===== src/rtl/bus_fifo_arbiter.sv =====
// Round-robin burst arbiter sharing one bus_fifo write port between NUM_REQ producers.
// A requester is granted for a whole burst. Its beats are forwarded to the FIFO while
// fifo_full is low. A burst whose owner withholds req for TIMEOUT cycles is aborted.
//
// Ports:
//   clk_i, rst_i         clock, synchronous active-high reset
//   req_i                per-requester beat available
//   req_len_i            per-requester burst length (0 means 1), sampled at grant
//   req_data_i           per-requester beat data
//   req_ready_o          one-hot beat accept to the owner
//   grant_o              one-hot owner, held for the whole burst
//   fifo_wr_en_o         FIFO write strobe
//   fifo_wr_data_o       owner's data slice (0 while idle)
//   fifo_full_i          FIFO full, stalls beats
//   fifo_almost_full_i   FIFO almost full, blocks new grants
//   busy_o               burst in progress
//   abort_o              one-cycle pulse when a burst times out
module bus_fifo_arbiter #(
    parameter int unsigned NUM_REQ = 4,
    parameter int unsigned DATA_W  = 192,
    parameter int unsigned LEN_W   = 4,
    parameter int unsigned TIMEOUT = 8
) (
    input  logic                      clk_i,
    input  logic                      rst_i,
    input  logic [NUM_REQ-1:0]        req_i,
    input  logic [NUM_REQ*LEN_W-1:0]  req_len_i,
    input  logic [NUM_REQ*DATA_W-1:0] req_data_i,
    output logic [NUM_REQ-1:0]        req_ready_o,
    output logic [NUM_REQ-1:0]        grant_o,
    output logic                      fifo_wr_en_o,
    output logic [DATA_W-1:0]         fifo_wr_data_o,
    input  logic                      fifo_full_i,
    input  logic                      fifo_almost_full_i,
    output logic                      busy_o,
    output logic                      abort_o
);

    localparam int unsigned PtrW   = $clog2(NUM_REQ);
    localparam int unsigned StallW = $clog2(TIMEOUT + 1);

    typedef enum logic {StIdle, StBurst} state_e;

    state_e              state_q;
    logic [NUM_REQ-1:0]  grant_q;
    logic [PtrW-1:0]     owner_q;
    logic [PtrW-1:0]     rr_ptr_q;
    logic [LEN_W-1:0]    beats_left_q;
    logic [StallW-1:0]   stall_cnt_q;
    logic                abort_q;

    logic                win_found;
    logic [PtrW-1:0]     win_idx;
    logic [LEN_W-1:0]    win_len;
    logic                owner_req;
    logic                beat;
    logic [PtrW-1:0]     next_ptr;

    // First requesting index at or after rr_ptr_q, wrapping at NUM_REQ.
    always_comb begin
        int unsigned idx;
        win_found = 1'b0;
        win_idx   = '0;
        idx       = 0;
        for (int unsigned k = 0; k < NUM_REQ; k++) begin
            idx = (int'(rr_ptr_q) + k) % NUM_REQ;
            if (!win_found && req_i[idx]) begin
                win_found = 1'b1;
                win_idx   = PtrW'(idx);
            end
        end
    end

    always_comb begin
        win_len = req_len_i[int'(win_idx)*LEN_W +: LEN_W];
        if (win_len == '0) begin
            win_len = LEN_W'(1);
        end
    end

    assign owner_req = req_i[owner_q];
    assign next_ptr  = (owner_q == PtrW'(NUM_REQ - 1)) ? '0 : owner_q + PtrW'(1);

    // Beat is combinational so a beat can fire in the first granted cycle.
    assign beat         = (state_q == StBurst) && owner_req && !fifo_full_i && !rst_i;
    assign fifo_wr_en_o = beat;
    assign req_ready_o  = beat ? grant_q : '0;
    assign fifo_wr_data_o = (grant_q != '0) ? req_data_i[int'(owner_q)*DATA_W +: DATA_W]
                                            : '0;
    assign grant_o = grant_q;
    assign busy_o  = (state_q != StIdle);
    assign abort_o = abort_q;

    always_ff @(posedge clk_i) begin
        if (rst_i) begin
            state_q      <= StIdle;
            grant_q      <= '0;
            owner_q      <= '0;
            rr_ptr_q     <= '0;
            beats_left_q <= '0;
            stall_cnt_q  <= '0;
            abort_q      <= 1'b0;
        end else begin
            abort_q <= 1'b0;
            case (state_q)
                StIdle: begin
                    if (win_found && !fifo_almost_full_i) begin
                        state_q      <= StBurst;
                        grant_q      <= NUM_REQ'(1) << win_idx;
                        owner_q      <= win_idx;
                        beats_left_q <= win_len;
                        stall_cnt_q  <= '0;
                    end
                end
                StBurst: begin
                    if (beat) begin
                        stall_cnt_q <= '0;
                        if (beats_left_q == LEN_W'(1)) begin
                            state_q      <= StIdle;
                            grant_q      <= '0;
                            rr_ptr_q     <= next_ptr;
                            beats_left_q <= '0;
                        end else begin
                            beats_left_q <= beats_left_q - LEN_W'(1);
                        end
                    end else if (!owner_req) begin
                        // Owner idle: count towards timeout. fifo_full alone does not.
                        if (stall_cnt_q >= StallW'(TIMEOUT - 1)) begin
                            abort_q      <= 1'b1;
                            state_q      <= StIdle;
                            grant_q      <= '0;
                            rr_ptr_q     <= next_ptr;
                            beats_left_q <= '0;
                            stall_cnt_q  <= '0;
                        end else if (stall_cnt_q != '1) begin
                            stall_cnt_q <= stall_cnt_q + StallW'(1);
                        end
                    end
                end
                default: begin
                    state_q <= StIdle;
                    grant_q <= '0;
                end
            endcase
        end
    end

endmodule


===== config.mk =====
export PLATFORM = sky130hd
export DESIGN_NAME = bus_fifo_arbiter
export DESIGN_NICKNAME = d
export VERILOG_FILES = /design/src/rtl/bus_fifo_arbiter.sv
export SDC_FILE = /design/constraint.sdc
export NUM_CORES = 1
export LEC_CHECK = 0
export CAP_MARGIN = 20
export CORE_AREA = 2 2 385 387
export DETAILED_ROUTE_END_ITERATION = 6
export DIE_AREA = 0 0 387 389
export PLACE_DENSITY = 0.33
export RECOVER_POWER = 100
export SLEW_MARGIN = 30
export SYNTH_ARGS = -nofsm -noshare
export SYNTH_HDL_FRONTEND = slang
export SYNTH_SLANG_ARGS = --single-unit

===== constraint.sdc =====
create_clock -name clk_i -period 2.8 [get_ports clk_i]
set_clock_uncertainty 0.1 [all_clocks]
set_input_delay 0.42 -clock clk_i [delete_from_list [all_inputs] [get_ports clk_i]]
set_output_delay 0.42 -clock clk_i [all_outputs]
set_load 0.02 [all_outputs]

---- After elaboration in Yosys (flattened, before gate mapping) ----
Index checks and enable logic that the tools add are counted.
cells by class
  bitwise gates (word level) .............. 1
  add/sub/neg operators ................... 6
  reduce and logical (&&, ||, !) cells .... 22
  multiply operators ...................... 1
  eq/ne operators ......................... 10
  div/mod/pow operators ................... 0
  shift-type cells ........................ 3
  $lt $le $gt $ge ......................... 6
  multiplexer cells ....................... 49
operators with widths
  operator             number
  $shiftx 768x11->192  1
  $mux 192             1
  $mux 4               15
  $pmux 4 s2           3
  $mux 2               9
  $shiftx 16x5->4      1
  $lt 2x3->1 const B   5
  $mux 1               15
  $bmux 1 s2           5
  $reduce_and 4->1     2
  $logic_and 1x1->1    7
  $logic_not 1->1      6
  $ne 3x2->1 const B   2
  $reduce_and 3->1     2
  $add 2x1->2 const B  2
  $add 2x2->2 const B  2
  $add 4x1->4 const B  1
  $eq 4x1->1 const B   1
  $ge 4x3->1 const B   1
  $logic_not 4->1      1
  $mul 2x2->4 const B  1
  $ne 2x1->1 const B   2
  $ne 4x1->1 const B   1
  $ne 4x4->1 const B   1
  other kinds (11)     11
word-level totals
  memories ................................ 0
  bits in read-only memories .............. 0
  register bits ........................... 18
  bits in latches ......................... 0
  input port bits ......................... 792
  memory bits (writable) .................. 0

---- Depth between registers and ports, before layout ----
Gate-level depths: netlist of run 1.
  depth after elaboration ................. 17
  gate-level depth with buffers ........... 10

---- Worst setup path before layout of run 1 ----
No wires, ideal clock.
  path type ............................... register to output
  from .................................... register owner_q[0]
  to ...................................... output port fifo_wr_data_o[133]
  cell stages (with the launch flop) ...... 6
  setup slack ............................. 0.427 ns
  arrival time ............................ 1.853 ns
  data required time ...................... 2.280 ns
  cells stage by stage .................... dfxtp_1 -> buf_6 -> clkbuf_1 -> buf_2 -> mux4_2 -> nor2b_1
between the ends
  cells in the longest elaborated chain, start to end .. 3
RTL lines
  item                    RTL line  source
  from (decl)             46        logic [PtrW-1:0] owner_q;
  from (signal assigned)  110       owner_q <= win_idx;
  $mul 2x2->4             88        assign fifo_wr_data_o = (grant_q != '0) ? req_data_i[int'(owner_q)*DATA_W +: DATA_W]
  $shiftx 768x11->192     88
  $mux 192                88
  to (decl)               32        output logic [DATA_W-1:0] fifo_wr_data_o,
Every way passes these cells.

---- Final worst setup path of run 1 ----
  from .................................... input port req_data_i[154]
  to ...................................... output port fifo_wr_data_o[154]
between the ends
  cells in the longest elaborated chain, start to end .. 2
RTL lines
  item                 RTL line  source
  from (decl)          28        input logic [NUM_REQ*DATA_W-1:0] req_data_i,
  $shiftx 768x11->192  88
  $mux 192             88
Every way passes these cells.

==> flow_metrics.tcl, run 1 <==
set metrics [dict create \
    status "finished clean" \
    synthToLayoutAreaGrowth_pct 184 \
    fin_nets 2368 \
    cts.sinks 18 \
    drc 0 \
    path_max_fanout 1 \
    rsz0062_at_grt "true" \
    ir_worst_vdd_mv 0.228 \
    fin_crit_sh_pct 99.0 \
    grt_usage_pct 15.2 \
    synth_compound_gate_area_share_pct 2.83 \
    hold_path_class "reg2reg" \
    power_mw 3.99 \
    min_path_cells 2 \
    end_kind "output port" \
    die_h_um 389 \
    io_buffer_count 994 \
    core_sq_um 147000 \
    drt-total-wl_um 121000 \
    crit_type "in2out" \
    synthMuxAreaShare_pct 64.9 \
    relSlewSlack_pct 64.0 \
    grt_max_degree 57 \
    grt_overflow 0 \
    ys_seq_area_share_pct 5.19 \
    synthCells 577 \
    yosys.area_share.simple_pct 21.0 \
    syn_area_per_cell_sq_um 12.0 \
    synthAdderAreaFrac_pct 0.720 \
    netlist_area_sq_um 6950 \
    dieArea_sq_um 151000 \
    ant_nets 0 \
    p_leak_nw 6.79 \
    dp_slack_ps -209 \
    arrival_ps 2250 \
    hold_violations 0 \
    grt_pass1_wl_um 147000 \
    setup_slack_ps 27.1 \
    drt-wirelength-per-cell_um 34.1 \
    p_sw_mw 1.61 \
    p_comb_share_pct 85.7 \
    mostFrequentLayoutCells "796 x clkdlybuf4s50_1, 194 x nor2b_1, 193 x mux4_2, 131 x buf_4, 85 x dlygate4sd2_1" \
    firstDrtPassIters 5 \
    switching_share_pct 40.2 \
    first_iter_violations 1224 \
    antenna_found_initial 163 \
    maxSlewViolCount 0 \
    h-tree-depth 1 \
    vias 11400 \
    r2r_start "owner_q[0]" \
    initial_core_util_pct 4.74 \
    fmax_ghz 0.361 \
    drive_above_1_share_pct 23.8 \
    r2r_cells 8 \
    worst_setup_path_start_kind "input pin" \
    p_int_mw 2.39 \
    fin_area_sq_um 19700 \
    yosysWarningCount 0 \
    fin_crit_ps 2770 \
    dp_cells 3494 \
    place_area_sq_um 19500 \
    num_rows 141 \
    yosysUniqueCellTypes 40 \
    finalHoldWorstSlack_ps 418 \
    synth_top_family_by_area "multiplexers" \
    ios 995 \
    fin_util_pct 13.5 \
    pwr-share-clk_pct 7.2 \
    startpoint "req_data_i[154]" \
    worst_pin_slew_ps 538 \
    path_clk_slew_ps 50 \
    required_ps 2280 \
    setup_viol 0 \
    tritoncts "done" \
    synth_edf_count 0 \
    die_x_um 387 \
    max_cap_violations 0 \
    cts_root_buffer "clkbuf_16" \
    ys_ff_latch 18 \
    grt_pass1_vias 11700 \
    clk_path_buf_depth 2 \
    fin_cells 3542 \
    synth_fp_nets 1373 \
    p_per_area_nw_per_um2 203 \
    synth_xor_xnor_area_share_pct 0.378 \
    holdCritStartpoint "rr_ptr_q[0]" \
    gp_congestion 1.04 \
    insertion_delay_ps 250 \
    cts_made_buffers 3 \
    dp_hpwl_um 112000 \
    tns_ps 0 \
    async_flop_share_pct 0 \
    p_seq_share_pct 7.2 \
    final_common_cell "clkdlybuf4s50_1" \
    fillers 16600 \
    synthFlopType "dfxtp_1" \
    routed_via_density 3.21 \
]
## state kept, by name (all words and copies together) (netlist names)
signal	cells
busy_o	1
grant_o	4
beats_left_q	4
rr_ptr_q	2
owner_q	2
abort_o	1
stall_cnt_q	4
## power groups by stage
| stage | sequential (mW) | combinational (mW) | clock (mW) |
|---|---|---|---|
| after floorplan | 0.290 | 1.20 | 0 |
| after global placement | 0.290 | 3.47 | 0 |
| after detailed placement | 0.291 | 3.46 | 0 |
| after CTS | 0.287 | 3.43 | 0.289 |
| after global routing | 0.288 | 3.57 | 0.302 |
| final | 0.286 | 3.42 | 0.286 |
## cells by family after synthesis
logic type	Yosys count
buffers and inverters	78
XOR/XNOR	3
AND/OR/NAND/NOR	240
multiplexers	209
flip-flops	18
AO/OA/AOI/OAI	25
adder cells (fa/ha/maj)	4
## worst max-delay path: stages
cell             delay (ps)
clkdlybuf4s50_1         610
mux4_2                  320
nor2b_1                 250
clkdlybuf4s50_1         650
## cell usage after synthesis (3+ instances only)
library cell,instances,share of area [%]
nor2b_1,194,17
mux4_2,193,63
clkbuf_1,39,2.1
buf_2,19,1.4
dfxtp_1,18,5.2
nor2_1,14,0.76
mux2i_1,13,1.9
buf_1,10,0.54
a21oi_1,9,0.65
nor3_1,7,0.50
inv_1,6,0.32
nand2b_1,6,0.54
and2_1,4,0.36
ha_1,4,0.72
nand2_1,4,0.22
buf_6,3,0.49
mux2_2,3,0.49
xnor2_1,3,0.38
## final timing paths
path | endpoint | slack [ps]
setup / recovery | fifo_wr_data_o[154] | 30
hold / removal | rr_ptr_q[0] | 420
setup reg to reg | beats_left_q[1] | 240
hold reg to reg | rr_ptr_q[0] | 420
## area by class of cell
class	count	area, sq um	share of cell area, %
diodes	42	105	0.533
repair buffers	1062	10500	53.1
well taps	1930	2410	12.2
inverters	6	22.5	0.114
multi-input cells	481	6260	31.7
clock buffers	3	75.1	0.381
flip-flops and latches	18	369	1.87
## timing repair
item,in CTS,in global routing
buffers inserted,1,0
endpoints found under the hold margin,0,0
setup endpoints to repair,153,25
cloned,1,1
gates resized for setup,93,17
pin swaps,1,0
hold buffers,0,0
## metal layers
metal	track usage (%)	wire length (um)	share of wire, %	vias to the layer above
li1	-	-	-	4370
met1	19.1	49800	41	5789
met2	24.1	54700	45	929
met3	6.45	13500	11	225
met4	2.34	2170	1.8	68
met5	1.21	474	0.39	-
(Power assumes the default switching activity.)
==> run 2, diff against run 1 <==
Settings changed: CELL_PAD_IN_SITES_DETAIL_PLACEMENT set to 1, CELL_PAD_IN_SITES_GLOBAL_PLACEMENT set to 1, CORE_AREA 2 2 385 387 to 2 2 391 393, DIE_AREA 0 0 387 389 to 0 0 393 395, PLACE_DENSITY 0.33 to 0.4.
==> flow_metrics.tcl, run 2 (synthesized netlist as in run 1, its figures left out) <==
set metrics [dict create \
    grt_pass1_vias 11500 \
    drt-total-wl_um 110000 \
    grt_pass1_wl_um 135000 \
    cts_made_buffers 3 \
    max_cap_violations 0 \
    fmax_ghz 0.369 \
    p_leak_nw 6.72 \
    status "finished clean" \
    drc 0 \
    wl_met1_um 45100 \
    path_clk_slew_ps 60 \
    hold_buffers 0 \
    io_buffer_count 994 \
    h-tree-depth 1 \
    min_path_cells 2 \
    path_delay_family "buffers and inverters" \
    rsz0062_at_grt "false" \
    routed_via_density 2.96 \
    worst-path-stages 4 \
    fin_nets 2368 \
    die_x_um 393 \
    path_max_fanout 6 \
    drive_above_1_share_pct 20.7 \
    mostFrequentLayoutCells "794 x clkdlybuf4s50_1, 193 x mux4_2, 193 x nor2b_1, 128 x dlygate4sd2_1, 51 x buf_4" \
    worst_setup_path_start_kind "input pin" \
    crit_path_frequent_cell "clkdlybuf4s50_1" \
    synthToLayoutAreaGrowth_pct 183 \
    place_area_sq_um 19700 \
    vias 10700 \
    gp_congestion 0.963 \
    worst_pin_slew_ps 623 \
    cts_root_buffer "clkbuf_16" \
    maxSlewViolCount 0 \
    antenna_found_initial 120 \
    ant_nets 0 \
    wl_met3_um 8980 \
    final_common_cell "clkdlybuf4s50_1" \
    arrival_ps 2190 \
    dieArea_sq_um 155000 \
    r2r_cells 9 \
    firstDrtPassIters 5 \
    hold_path_class "reg2reg" \
    worst_path_largest_cell_delay_ps 550 \
    fin_area_sq_um 19600 \
    crit_type "in2out" \
    dr_wl_met2_um 54300 \
    p_per_area_nw_per_um2 198 \
    num_rows 143 \
    fin_crit_ps 2710 \
    initial_core_util_pct 4.59 \
    dr.max_layer_used "met5" \
    hold_violations 0 \
    relSlewSlack_pct 58.3 \
    dp_hpwl_um 102000 \
    grt_usage_pct 13.5 \
    die_h_um 395 \
    grt_max_degree 58 \
    insertion_delay_ps 250 \
    critPathSlowestCell "clkdlybuf4s50_1" \
    critPathBufInv 2 \
    path_cells "clkdlybuf4s50_1 -> mux4_2 -> and3_4 -> clkdlybuf4s50_1" \
    cts.sinks 18 \
    tns_ps 0 \
    required_ps 2280 \
    fillers 17600 \
    ir_worst_vdd_mv 0.146 \
    drt-wirelength-per-cell_um 30.5 \
    setup_viol 0 \
    grt_overflow 0 \
    fin_crit_sh_pct 96.9 \
    end_kind "output port" \
    ios 995 \
    tritoncts "done" \
    first_iter_violations 642 \
    core_sq_um 151000 \
    clk_path_buf_depth 2 \
]
-- run 2: cell types whose count changed in the layout (fill, tap and decap cells not counted), sizes merged --
cell,change
buf,-78
clkbuf,+45
clkdlybuf4s50,-2
diode,-29
dlygate4sd2,+43
dlygate4sd3,-1
dlymetal6s2s,-6
-- run 2: final cells by class --
class                   instances  area [sq um]  share of cell area, %
flip-flops and latches         18           368                   1.87
well taps                    2030          2540                   12.9
diodes                         13          32.5                  0.166
inverters                       6          22.5                  0.115
clock buffers                   4          78.8                  0.401
multi-input cells             481          6240                   31.8
repair buffers               1062         10400                   52.7
-- run 2: final timing paths --
check	from	end	slack, ps
worst min-delay path	rr_ptr_q[0]	rr_ptr_q[0]	400
worst min register to register	rr_ptr_q[0]	rr_ptr_q[0]	400
worst max register to register	owner_q[0]	grant_o[2]	220
worst max-delay path	req_i[0]	fifo_wr_en_o	90
-- run 2: per-stage QoR --
step / hold slack, ps / setup WS, ps / total power, mW / std cells / util, %
after floorplan: 353 / 427 / 1.49 / 577 / -
after global placement: 379 / -209 / 3.76 / 3593 / 13.0
after detailed placement: 401 / -211 / 3.77 / 3593 / 13.0
after CTS: 409 / 3.11 / 4.01 / 3600 / 13.1
after global routing: 436 / 5.79 / 4.10 / 3602 / 13.0
final: 401 / 86.4 / 3.89 / 3614 / 13.0
-- run 2: repair_timing --
item | 4_1_cts | 5_1_grt
cloned | 1 | 2
resized for setup | 142 | 10
setup buffers | 3 | 0
endpoints found under the setup margin | 177 | 11
pin swaps | 1 | 0
-- run 2: power breakdown --
part | internal, mW | total, mW | switching [mW]
sequential | 0.269 | 0.287 | 0.0189
combinational | 1.86 | 3.31 | 1.45
clock | 0.194 | 0.301 | 0.107
total | 2.32 | 3.89 | 1.58
-- run 2: layer usage --
| layer | vias up | global-route usage [%] |
|---|---|---|
| met5 | - | 0 |
| met4 | 40 | 1.12 |
| met3 | 205 | 3.88 |
| met2 | 707 | 23.9 |
| met1 | 5431 | 16.6 |
| li1 | 4329 | - |
-- run 2: worst reg2reg max path: stages, from the launching register on --
cell      delay, ps
dfxtp_4         390
buf_16          190
mux4_2          560
and3_4          230
clkbuf_2        170
o21ai_0         180
nand2_1         240
nand2_1         240
a21oi_1         110
nor2_1          120
==> run 3, diff against run 2 <==
Settings changed: SETUP_SLACK_MARGIN set to 0.5.
==> flow_metrics.tcl, run 3 (synthesized netlist as in run 1, its figures left out) <==
set metrics [dict create \
    fin_crit_ps 2710 \
    p_seq_share_pct 6.0 \
    grt_overflow 0 \
    r2r-end "grant_o[0]" \
    dieArea_sq_um 155000 \
    r2r_cells 12 \
    initial_core_util_pct 4.59 \
    p_leak_nw 7.77 \
    p_comb_share_pct 87.3 \
    crit_type "reg2out" \
    grt_max_degree 46 \
    cts.sinks 18 \
    maxSlewViolCount 0 \
    p_sw_mw 1.89 \
    routed_via_density 3.10 \
    tns_ps 0 \
    vias 11700 \
    fin_crit_sh_pct 96.7 \
    ant_nets 0 \
    num_rows 143 \
    arrival_ps 2190 \
    pwr-share-clk_pct 6.7 \
    p_int_mw 2.89 \
    finalHoldWorstSlack_ps 422 \
    p_per_area_nw_per_um2 214 \
    clk_path_buf_depth 2 \
    worst_setup_path_start_kind "flop" \
    r2r_start "owner_q[0]" \
    max_cap_violations 0 \
    grt_usage_pct 15.9 \
    reg2reg_slack_ps 210 \
    mostFrequentLayoutCells "787 x clkdlybuf4s50_1, 193 x mux4_2, 136 x buf_6, 125 x nor2b_1, 106 x buf_4" \
    die_h_um 395 \
    ios 995 \
    relSlewSlack_pct 62.6 \
    drc 0 \
    fin_nets 2524 \
    final_common_cell "clkdlybuf4s50_1" \
    fillers 17500 \
    drt-wirelength-per-cell_um 34.8 \
    end_kind "output port" \
    ir_worst_vdd_mv 0.173 \
    first_iter_violations 638 \
    path_clk_slew_ps 60 \
    power_mw 4.78 \
    holdCritStartpoint "stall_cnt_q[3]" \
    drt-total-wl_um 131000 \
    die_x_um 393 \
    cts_made_buffers 3 \
    cts_root_buffer "clkbuf_16" \
    h-tree-depth 1 \
    required_ps 2280 \
    antenna_found_initial 158 \
    drive_above_1_share_pct 38.7 \
    dp_hpwl_um 118000 \
    rsz0062_at_grt "true" \
    multi_input_area_sq_um 6840 \
    worst_pin_slew_ps 559 \
    grt_pass1_vias 12100 \
    setup_viol 0 \
    grt_pass1_wl_um 156000 \
    holdPathEnd "stall_cnt_q[3]" \
    hold_path_class "reg2reg" \
    core_sq_um 151000 \
    place_area_sq_um 19900 \
    min_path_cells 2 \
    insertion_delay_ps 250 \
    status "finished clean" \
    fmax_ghz 0.369 \
    seqCellArea_sq_um 378 \
    hold_violations 0 \
    firstDrtPassIters 5 \
    tritoncts "done" \
    switching_share_pct 39.5 \
    io_buffer_count 994 \
    synthToLayoutAreaGrowth_pct 222 \
    gp_congestion 0.995 \
    fin_area_sq_um 22400 \
    path_max_fanout 5 \
]
[run 3: cell count changes in the layout (fill, tap and decap cells not counted), moves of 32 or more]
cell	change
buf_12	+32
buf_4	+55
buf_6	+133
dlygate4sd2_1	-118
nor2b_1	-68
nor2b_4	+56
[run 3: how the worst max path moves through the flow]
stage / startpoint / end / slack, ps / depth (start not counted)
finish: owner_q[0] / fifo_wr_data_o[100] / 90 / 8
global route: owner_q[0] / fifo_wr_data_o[136] / 40 / 8
CTS: owner_q[0] / fifo_wr_data_o[106] / 60 / 8
detailed placement: grant_o[0] / fifo_wr_data_o[66] / -40 / 6
global placement: grant_o[0] / fifo_wr_data_o[66] / -70 / 6
floorplan: owner_q[0] / fifo_wr_data_o[23] / 560 / 4
[run 3: what timing repair did]
item	CTS	global route
endpoints found under the setup margin	209	209
pin swaps	1	15
hold buffers	0	0
gates resized for setup	442	571
setup buffers	43	70
gates cloned	8	8
[run 3: worst max-delay path, stage by stage, from the launching register on]
cell and delay [ps]:
dfxtp_4 350, buf_12 110, buf_12 130, clkbuf_1 190, buf_12 140, buf_4 100
mux4_2 570, nor2b_4 160, buf_4 150
[run 3: layer usage]
metal	wire length [um]	part of all wire (%)	up-vias	track usage [%]
li1	-	-	4661	-
met1	54100	41	5906	20.2
met2	63800	49	849	27.6
met3	11000	8.4	224	4.36
met4	2000	1.5	50	0.999
met5	305	0.23	-	0
[run 3: through the flow]
stage               cells  utilization (%)  setup WS (ps)
global route         3760             14.8           36.2
finish               3773             14.8           93.1
CTS                  3679             13.8           60.3
global placement     3624             13.2          -68.5
detailed placement   3624             13.2          -44.4
floorplan             577                -            561
[run 3: area by class of cell]
class / count / share of cell area (%)
Timing Repair Buffer: 1217 / 55.7
Multi-Input combinational cell: 482 / 30.6
Tap cell: 2030 / 11.3
Sequential cell: 18 / 1.69
Clock buffer: 4 / 0.397
Antenna cell: 16 / 0.179
Inverter: 6 / 0.101
[run 3: power by group through the flow]
stage	clock network [mW]	logic (mW)	registers, mW
6_report	0.321	4.17	0.286
2_1_floorplan	0	1.20	0.290
3_5_place_dp	0	3.59	0.302
3_3_place_gp	0	3.59	0.300
4_1_cts	0.332	3.82	0.286
5_1_grt	0.343	4.37	0.288
